==> config.mk <==
export PLATFORM = sky130hd
export DESIGN_NAME = agc_level_monitor
export DESIGN_NICKNAME = d
export VERILOG_FILES = /design/src/rtl/agc_level_monitor.sv
export SDC_FILE = /design/constraint.sdc
export NUM_CORES = 1
export LEC_CHECK = 0
export ABC_AREA = 1
export CORE_UTILIZATION = 48
export CTS_CLUSTER_DIAMETER = 120
export DETAILED_ROUTE_END_ITERATION = 6
export GPL_TIMING_DRIVEN = 1
export PLACE_DENSITY = 0.69
export SKIP_CTS_REPAIR_TIMING = 1
export SLEW_MARGIN = 20
export SYNTH_ARGS = -nofsm -noshare
export SYNTH_HDL_FRONTEND = slang
export SYNTH_SLANG_ARGS = --single-unit
==> constraint.sdc <==
create_clock -name clk -period 11 [get_ports clk]
set_input_delay 2.75 -clock clk [delete_from_list [all_inputs] [get_ports clk]]
set_output_delay 2.75 -clock clk [all_outputs]
set_load 0.05 [all_outputs]
==> src/rtl/agc_level_monitor.sv <==
// Windowed mean-square level monitor with debounced lock status for the AGC output.
// Optional running peak magnitude is compiled in when AGC_MON_PEAK_EN is defined.
module agc_level_monitor #(
   parameter int WIN_LOG2   = 8,
   parameter int LOCK_CNT   = 4,
   parameter int UNLOCK_CNT = 2
) (
   input  logic               clk,
   input  logic               rst,
   input  logic               restart,
   input  logic               x_valid,
   input  logic signed [15:0] x_in,
   input  logic        [15:0] reference,
   input  logic        [15:0] tol,
   output logic        [31:0] ms_out,
   output logic               ms_valid,
   output logic               in_band,
   output logic               locked,
   output logic        [15:0] peak_out
);

   localparam int ACC_W = 32 + WIN_LOG2;
   localparam logic [WIN_LOG2-1:0] CNT_ONE  = WIN_LOG2'(1);
   localparam logic [3:0]          LOCK_N   = 4'(LOCK_CNT);
   localparam logic [3:0]          UNLOCK_N = 4'(UNLOCK_CNT);

   typedef enum logic {SEARCH, LOCKED} state_t;

   function automatic logic [32:0] mag33(input logic signed [32:0] v);
      logic signed [32:0] n;
      n = -v;
      return v[32] ? n : v;
   endfunction

   logic [WIN_LOG2-1:0] cnt_q, cnt_d;
   logic [ACC_W-1:0]    acc_q, acc_d;
   logic [31:0]         ms_q, ms_d;
   logic                vld_q, vld_d;
   logic                inb_q, inb_d;
   logic [3:0]          dcnt_q, dcnt_d;
   state_t              state_q, state_d;

   logic signed [31:0] prod;
   logic [31:0]        sq;
   logic               accept;
   logic               close;
   logic [ACC_W-1:0]   acc_sum;
   logic [31:0]        ms_new;
   logic [14:0]        ref_half;
   logic [29:0]        ref_sq;
   logic [31:0]        ref_ms;
   logic signed [32:0] diff;
   logic [32:0]        err;
   logic               inb_new;
   logic [3:0]         dcnt_inc;
   logic [8:0]         unused_bits;

   // Square, accumulate and compare the closing window against the target level
   always_comb begin
      prod     = x_in * x_in;
      sq       = prod;
      accept   = x_valid & ~restart;
      close    = accept & (cnt_q == '1);
      acc_sum  = acc_q + {{WIN_LOG2{1'b0}}, sq};
      ms_new   = acc_sum[WIN_LOG2 +: 32];
      ref_half = reference[15:1];
      ref_sq   = ref_half * ref_half;
      ref_ms   = {2'b00, ref_sq};
      diff     = $signed({1'b0, ms_new}) - $signed({1'b0, ref_ms});
      err      = mag33(diff);
      inb_new  = err[32:8] <= {9'b0, tol};
      dcnt_inc = dcnt_q + 4'd1;
   end

   assign unused_bits = {reference[0], err[7:0]};

   always_comb begin
      cnt_d   = cnt_q;
      acc_d   = acc_q;
      ms_d    = ms_q;
      vld_d   = 1'b0;
      inb_d   = inb_q;
      dcnt_d  = dcnt_q;
      state_d = state_q;
      if (restart) begin
         cnt_d   = '0;
         acc_d   = '0;
         dcnt_d  = 4'd0;
         inb_d   = 1'b0;
         state_d = SEARCH;
      end else if (accept) begin
         cnt_d = cnt_q + CNT_ONE;
         acc_d = acc_sum;
         if (close) begin
            acc_d = '0;
            ms_d  = ms_new;
            vld_d = 1'b1;
            inb_d = inb_new;
            // Debounce counts consecutive windows that disagree with the current status
            case (state_q)
               SEARCH: begin
                  if (!inb_new) begin
                     dcnt_d = 4'd0;
                  end else if (dcnt_inc == LOCK_N) begin
                     dcnt_d  = 4'd0;
                     state_d = LOCKED;
                  end else begin
                     dcnt_d = dcnt_inc;
                  end
               end
               LOCKED: begin
                  if (inb_new) begin
                     dcnt_d = 4'd0;
                  end else if (dcnt_inc == UNLOCK_N) begin
                     dcnt_d  = 4'd0;
                     state_d = SEARCH;
                  end else begin
                     dcnt_d = dcnt_inc;
                  end
               end
               default: begin
                  dcnt_d  = 4'd0;
                  state_d = SEARCH;
               end
            endcase
         end
      end
   end

   always_ff @(posedge clk or negedge rst) begin
      if (!rst) begin
         cnt_q   <= '0;
         acc_q   <= '0;
         ms_q    <= 32'd0;
         vld_q   <= 1'b0;
         inb_q   <= 1'b0;
         dcnt_q  <= 4'd0;
         state_q <= SEARCH;
      end else begin
         cnt_q   <= cnt_d;
         acc_q   <= acc_d;
         ms_q    <= ms_d;
         vld_q   <= vld_d;
         inb_q   <= inb_d;
         dcnt_q  <= dcnt_d;
         state_q <= state_d;
      end
   end

   assign ms_out   = ms_q;
   assign ms_valid = vld_q;
   assign in_band  = inb_q;
   assign locked   = (state_q == LOCKED);

`ifdef AGC_MON_PEAK_EN
   function automatic logic [15:0] abs_sat16(input logic signed [15:0] v);
      logic signed [15:0] n;
      n = -v;
      if (v == 16'sh8000) return 16'h7FFF;
      return v[15] ? n : v;
   endfunction

   logic [15:0] prun_q, prun_d;
   logic [15:0] peak_q, peak_d;
   logic [15:0] amag;
   logic [15:0] pmax;

   always_comb begin
      amag   = abs_sat16(x_in);
      pmax   = (amag > prun_q) ? amag : prun_q;
      prun_d = prun_q;
      peak_d = peak_q;
      if (restart) begin
         prun_d = 16'd0;
      end else if (accept) begin
         prun_d = pmax;
         if (close) begin
            peak_d = pmax;
            prun_d = 16'd0;
         end
      end
   end

   always_ff @(posedge clk or negedge rst) begin
      if (!rst) begin
         prun_q <= 16'd0;
         peak_q <= 16'd0;
      end else begin
         prun_q <= prun_d;
         peak_q <= peak_d;
      end
   end

   assign peak_out = peak_q;
`else
   assign peak_out = 16'd0;
`endif

endmodule

Word-level counts from Yosys, hierarchy flattened
Index checks and enable logic that the tools add are counted.
{ "totals": {"regBits": 87, "inputBits": 52, "out_inout_bits": 51, "elab_cells": 54} }
{ "classes": {"addsub": 5, "n_mul": 2, "magnitude_cmp": 1, "eq_ne": 3, "mux": 28, "bitwise": 4, "n_reduce_logical": 4} }
{ "op_table": {"columns": ["cell", "n"], "rows": [
  ["40-bit two-way mux", 3],
  ["40-bit by 32-bit adder with 40-bit output", 1],
  ["33-bit two-way mux", 1],
  ["33-bit negation", 1],
  ["32-bit by 30-bit subtractor with 33-bit output", 1],
  ["16-bit by 16-bit multiplier with 32-bit output", 1],
  ["15-bit by 15-bit multiplier with 30-bit output", 1],
  ["4-bit two-way mux", 7],
  ["25-bit by 16-bit <= comparator with 1-bit output", 1],
  ["8-bit two-way mux", 2],
  ["1-bit two-way mux", 13],
  ["8-bit by 1-bit adder with 8-bit output, second input constant", 1],
  ["8-bit equality test, second input constant", 1],
  ["4-bit case mux with 2 select lines", 1],
  ["4-bit by 1-bit adder with 4-bit output, second input constant", 1],
  ["4-bit by 2-bit equality test with 1-bit output, second input constant", 1],
  ["4-bit by 3-bit equality test with 1-bit output, second input constant", 1],
  ["2-bit nonzero test", 2],
  ["3-bit AND reduction", 1],
  ["1-bit AND", 2],
  ["1-bit NOT", 2],
  ["1-bit case mux with 2 select lines", 1],
  ["2-bit AND reduction", 1]
]} }

Depth between registers and ports, before layout
{ "logic_depth": {"depth_word": 11, "mapped_depth": 77} }

Least setup slack after synthesis
Ideal clock, no wire load.
{ "synth_path": {"path_kind": "input -> register", "from": "in x_in[1]", "to": "reg dcnt_q[3]", "setup_ns": 0.117, "arrival_time_ns": 14.446, "path_slack_ns": -3.563, "path_stages": 68, "n_path_buf": 3, "path_cell_list": "clkbuf_1 > buf_1 > nand2_1 > fa_1 > inv_1 > fa_1 > fa_1 > inv_1 > fa_1 > fa_1 > fa_1 > inv_1 > ha_1 > a21oi_1 > a21boi_1 > o21ai_0 > a21boi_1 > o21ai_0 > [... 32 more ...] > a211oi_1 > o21ai_0 > nand3_1 > a21oi_1 > o21ai_0 > inv_1 > nor2_1 > o21ai_0 > a21oi_1 > a31oi_1 > nor2_1 > nand3_1 > nor2_4 > nand2_2 > nand2_1 > nand2_1 > nand3_1 > nand2_1"} }
{ "synth_via": {"elab_chain_cells": 11} }
{ "synth_rtl": {"columns": ["item", "line_no", "source"], "rows": [
  ["start: declaration", "12", "input logic signed [15:0] x_in,"],
  ["16-bit by 16-bit multiplier with 32-bit output *", "60", "prod = x_in * x_in;"],
  ["40-bit by 32-bit adder with 40-bit output *", "64", "acc_sum = acc_q + {{WIN_LOG2{1'b0}}, sq};"],
  ["32-bit by 30-bit subtractor with 33-bit output *", "69", "diff = $signed({1'b0, ms_new}) - $signed({1'b0, ref_ms});"],
  ["33-bit negation", "31", "n = -v;"],
  ["33-bit two-way mux *", "32", "return v[32] ? n : v;"],
  ["25-bit by 16-bit <= comparator with 1-bit output *", "71", "inb_new = err[32:8] <= {9'b0, tol};"],
  ["4-bit two-way mux, on equally long branches", "112, 102", null],
  ["4-bit case mux with 2 select lines *", "100", "case (state_q)"],
  ["4-bit two-way mux *", "94", "if (close) begin"],
  ["4-bit two-way mux *", "91", "end else if (accept) begin"],
  ["4-bit two-way mux *", "85", "if (restart) begin"],
  ["end signal: assignment", "145", "dcnt_q <= dcnt_d;"],
  ["end: declaration", "40", "logic [3:0] dcnt_q, dcnt_d;"]
]} }
Mark *: on every way between the ends. The rest lies on a longest branch, timed or not. The select of a mux whose other input is x is not followed.
A chain may end at the register's enable or synchronous reset.

Worst setup path after layout
{ "layout_path": {"from": "in x_in[2]", "to": "reg dcnt_q[2]"} }
The elaborated chain is that of the path after synthesis.

==> impl_metrics.tcl <==
set metrics [dict create \
    ys_ff_latch 87 \
    die_h_um 224 \
    period_minus_slack_ns 14.11 \
    regArea_um2 2180 \
    cp-start-kind "input pin" \
    io_buffers 85 \
    ios 103 \
    gp_congestion 0.906 \
    syn_area_um2 23700 \
    cp-end-kind "flop" \
    antenna_found_initial 0 \
    top_layer_used "met4" \
    dp_slack_ns -4.05 \
    hp-class "flop to flop" \
    grt_pass1_vias 22814 \
    antenna_left 0 \
    setup_tns_ns -18.46 \
    dp.cells 4213 \
    setup_ws_ns -3.11 \
    cp_common_cell "fa_1" \
    via_per_inst 4.95 \
    max_stage_delay_ns 0.57 \
    status "finished with violations" \
    syn_area_per_cell_um2 7.83 \
    die-area_um2 50300 \
    drv_slew 0 \
    worst_slew_pin_slew_ns 0.671 \
    relSlewSlack_pct 55.3 \
    cts_num_sinks 87 \
    yosysSeqAreaShare_pct 9.19 \
    fp-row-count 81 \
    drtIter0Drc 1159 \
    multi_input_area_um2 19700 \
    clockRootBuffer "clkbuf_16" \
    ys_types 48 \
    drc_errors 0 \
    drt-met1-wl_mm 25.9 \
    wl_mm 64.8 \
    synth_enable_flop_cells 0 \
    ys.flop_type "dfrtp_1" \
    fin_skew_ns 0.0116 \
    slowest_stage "fa_1" \
    layout.cells.non_filler 4280 \
    insertedDiodeCount 0 \
    crit_type "input pin to flop" \
    fmax_ghz 0.0709 \
    wl_met2_mm 34.0 \
    synth_cells 3025 \
    area_growth_pct 32.6 \
    vias 21180 \
    post-route-period-util_pct 128 \
    grt_usage_pct 25.6 \
    grt_max_degree 69 \
    hold_viol_final 0 \
    cts_made_buffers 9 \
    synthArstFlopShare_pct 100 \
    start_util_pct 48.5 \
    required_ns 11.25 \
    rsz0062_at_grt "true" \
    dr_wl_met3_mm 2.79 \
    drive_above_1_share_pct 25.9 \
    crit_fanout 6 \
    drt-pass1-iter-count 7 \
    fillerInstances 3936 \
    setup_violations 6 \
    violations "negative setup slack" \
    clock_latency_ns 0.36 \
    coreArea_um2 48800 \
    die_x_um 224 \
    yosys_warnings 0 \
    arrival_ns 14.36 \
    grt_pass1_wl_mm 105 \
    cts_buffer_depth 2 \
    drv_cap 0 \
    cts_tree "done" \
    avgRoutedWirePerCell_um 15.1 \
    clk_pin_slew_ns 0.08 \
    grt_remaining_overflow 0 \
    layout.nets 4322 \
    htree_levels 3 \
    dp_hpwl_mm 52.9 \
]
==> per-stage QoR <==
stage	utilization, %	instance area [um^2]	hold WS [ns]
after floorplan	-	24200	0.423
after global placement	59.7	29200	0.438
after detailed placement	59.7	29200	0.442
after CTS	60.4	29500	0.454
after global routing	64.3	31400	0.469
final	64.3	31400	0.462
==> cell type report <==
| type | count | share of cell area, % |
|---|---|---|
| Clock buffer | 9 | 0.717 |
| Tap cell | 664 | 2.64 |
| Multi-Input combinational cell | 2008 | 62.7 |
| Timing Repair Buffer | 644 | 16.4 |
| Inverter | 861 | 10.3 |
| Clock inverter | 7 | 0.327 |
| Sequential cell | 87 | 6.93 |
==> flip-flops by register name (all words and copies together), names as in the netlist <==
register	cells
locked	1
ms_valid	1
cnt_q	8
ms_out	32
acc_q	40
dcnt_q	4
in_band	1
==> cell usage after synthesis (5+ instances only) <==
| cell type | n | area, um^2 |
|---|---|---|
| nand3b_1 | 7 | 52.6 |
| ha_1 | 248 | 3100 |
| a21oi_1 | 107 | 536 |
| inv_2 | 9 | 33.8 |
| or2_2 | 6 | 37.5 |
| o21bai_1 | 10 | 75.1 |
| nand2_2 | 26 | 163 |
| inv_1 | 851 | 3190 |
| buf_4 | 16 | 120 |
| nand4_1 | 15 | 93.8 |
| dfrtp_1 | 87 | 2180 |
| nor2_4 | 6 | 67.6 |
| nand2_1 | 594 | 2230 |
| nand2_4 | 7 | 78.8 |
| a31o_2 | 5 | 43.8 |
| o21ai_0 | 101 | 505 |
| o22ai_1 | 5 | 31.3 |
| xor2_1 | 68 | 596 |
| nand3_2 | 7 | 70.1 |
| o31ai_1 | 6 | 45.0 |
| xnor2_1 | 42 | 368 |
| o21ai_1 | 19 | 95.1 |
| nor3_1 | 14 | 70.1 |
| a21boi_1 | 12 | 90.1 |
| a21o_1 | 6 | 45.0 |
| fa_1 | 411 | 8230 |
| nand3_1 | 88 | 440 |
| nor2_1 | 146 | 548 |
| a31oi_1 | 9 | 56.3 |
| o21a_1 | 6 | 45.0 |
| clkbuf_1 | 65 | 244 |
==> logic make-up after synthesis <==
group	synth area share (%)
compound gates	7.14
xor+xnor	4.13
other cells	0.0158
simple gates	16.5
fa+ha+maj	47.8
flops	9.19
buf+inv	15.2
==> critical path, delay by kind of cell <==
kind / cells / cell delay [ns]
XOR/XNOR: 3 / 0.45
AND/OR/NAND/NOR: 19 / 1.72
adder cells (fa/ha/maj): 13 / 5.13
buffers and inverters: 17 / 1.55
AO/OA/AOI/OAI: 20 / 2.68
==> routing by layer <==
layer	track usage, %	up-vias
met1	31.7	10413
met4	7.37	0
met3	2.05	144
met2	47.5	559
li1	-	10064
met5	0	-
==> worst paths after layout <==
check                              start          to  slack, ns  cells after the start
worst min-delay path            cnt_q[7]    cnt_q[7]       0.46                      1
min in group asynchronous            rst    cnt_q[3]       2.37                      1
worst max register to register  acc_q[3]   dcnt_q[2]       2.97                     54
worst min register to register  cnt_q[7]    cnt_q[7]       0.46                      1
max in group asynchronous            rst  ms_out[15]       7.56                      2
worst max-delay path             x_in[2]   dcnt_q[2]      -3.11                     72
==> cells in the final DEF, fill, tap and decap left out, drive strengths merged, types with 7 or more instances in the layout <==
cell,synthesis,final
inv,860,863
buf,19,562
o21ai,120,120
clkbuf,65,14
conb,1,16
a21boi,14,14
clkdlybuf4s50,0,70
xor2,68,68
fa,411,411
nor3,14,14
nand4,16,16
ha,248,248
nand3b,7,7
a31oi,9,9
a21oi,107,107
dfrtp,87,87
dlymetal6s2s,0,7
nor2,156,156
o21bai,11,11
xnor2,43,43
nand2,627,627
nand3,95,95
Power is left out: the tool's default activity adds up to more than one toggle a clock period on the data nets, which glitch-free logic cannot reach.
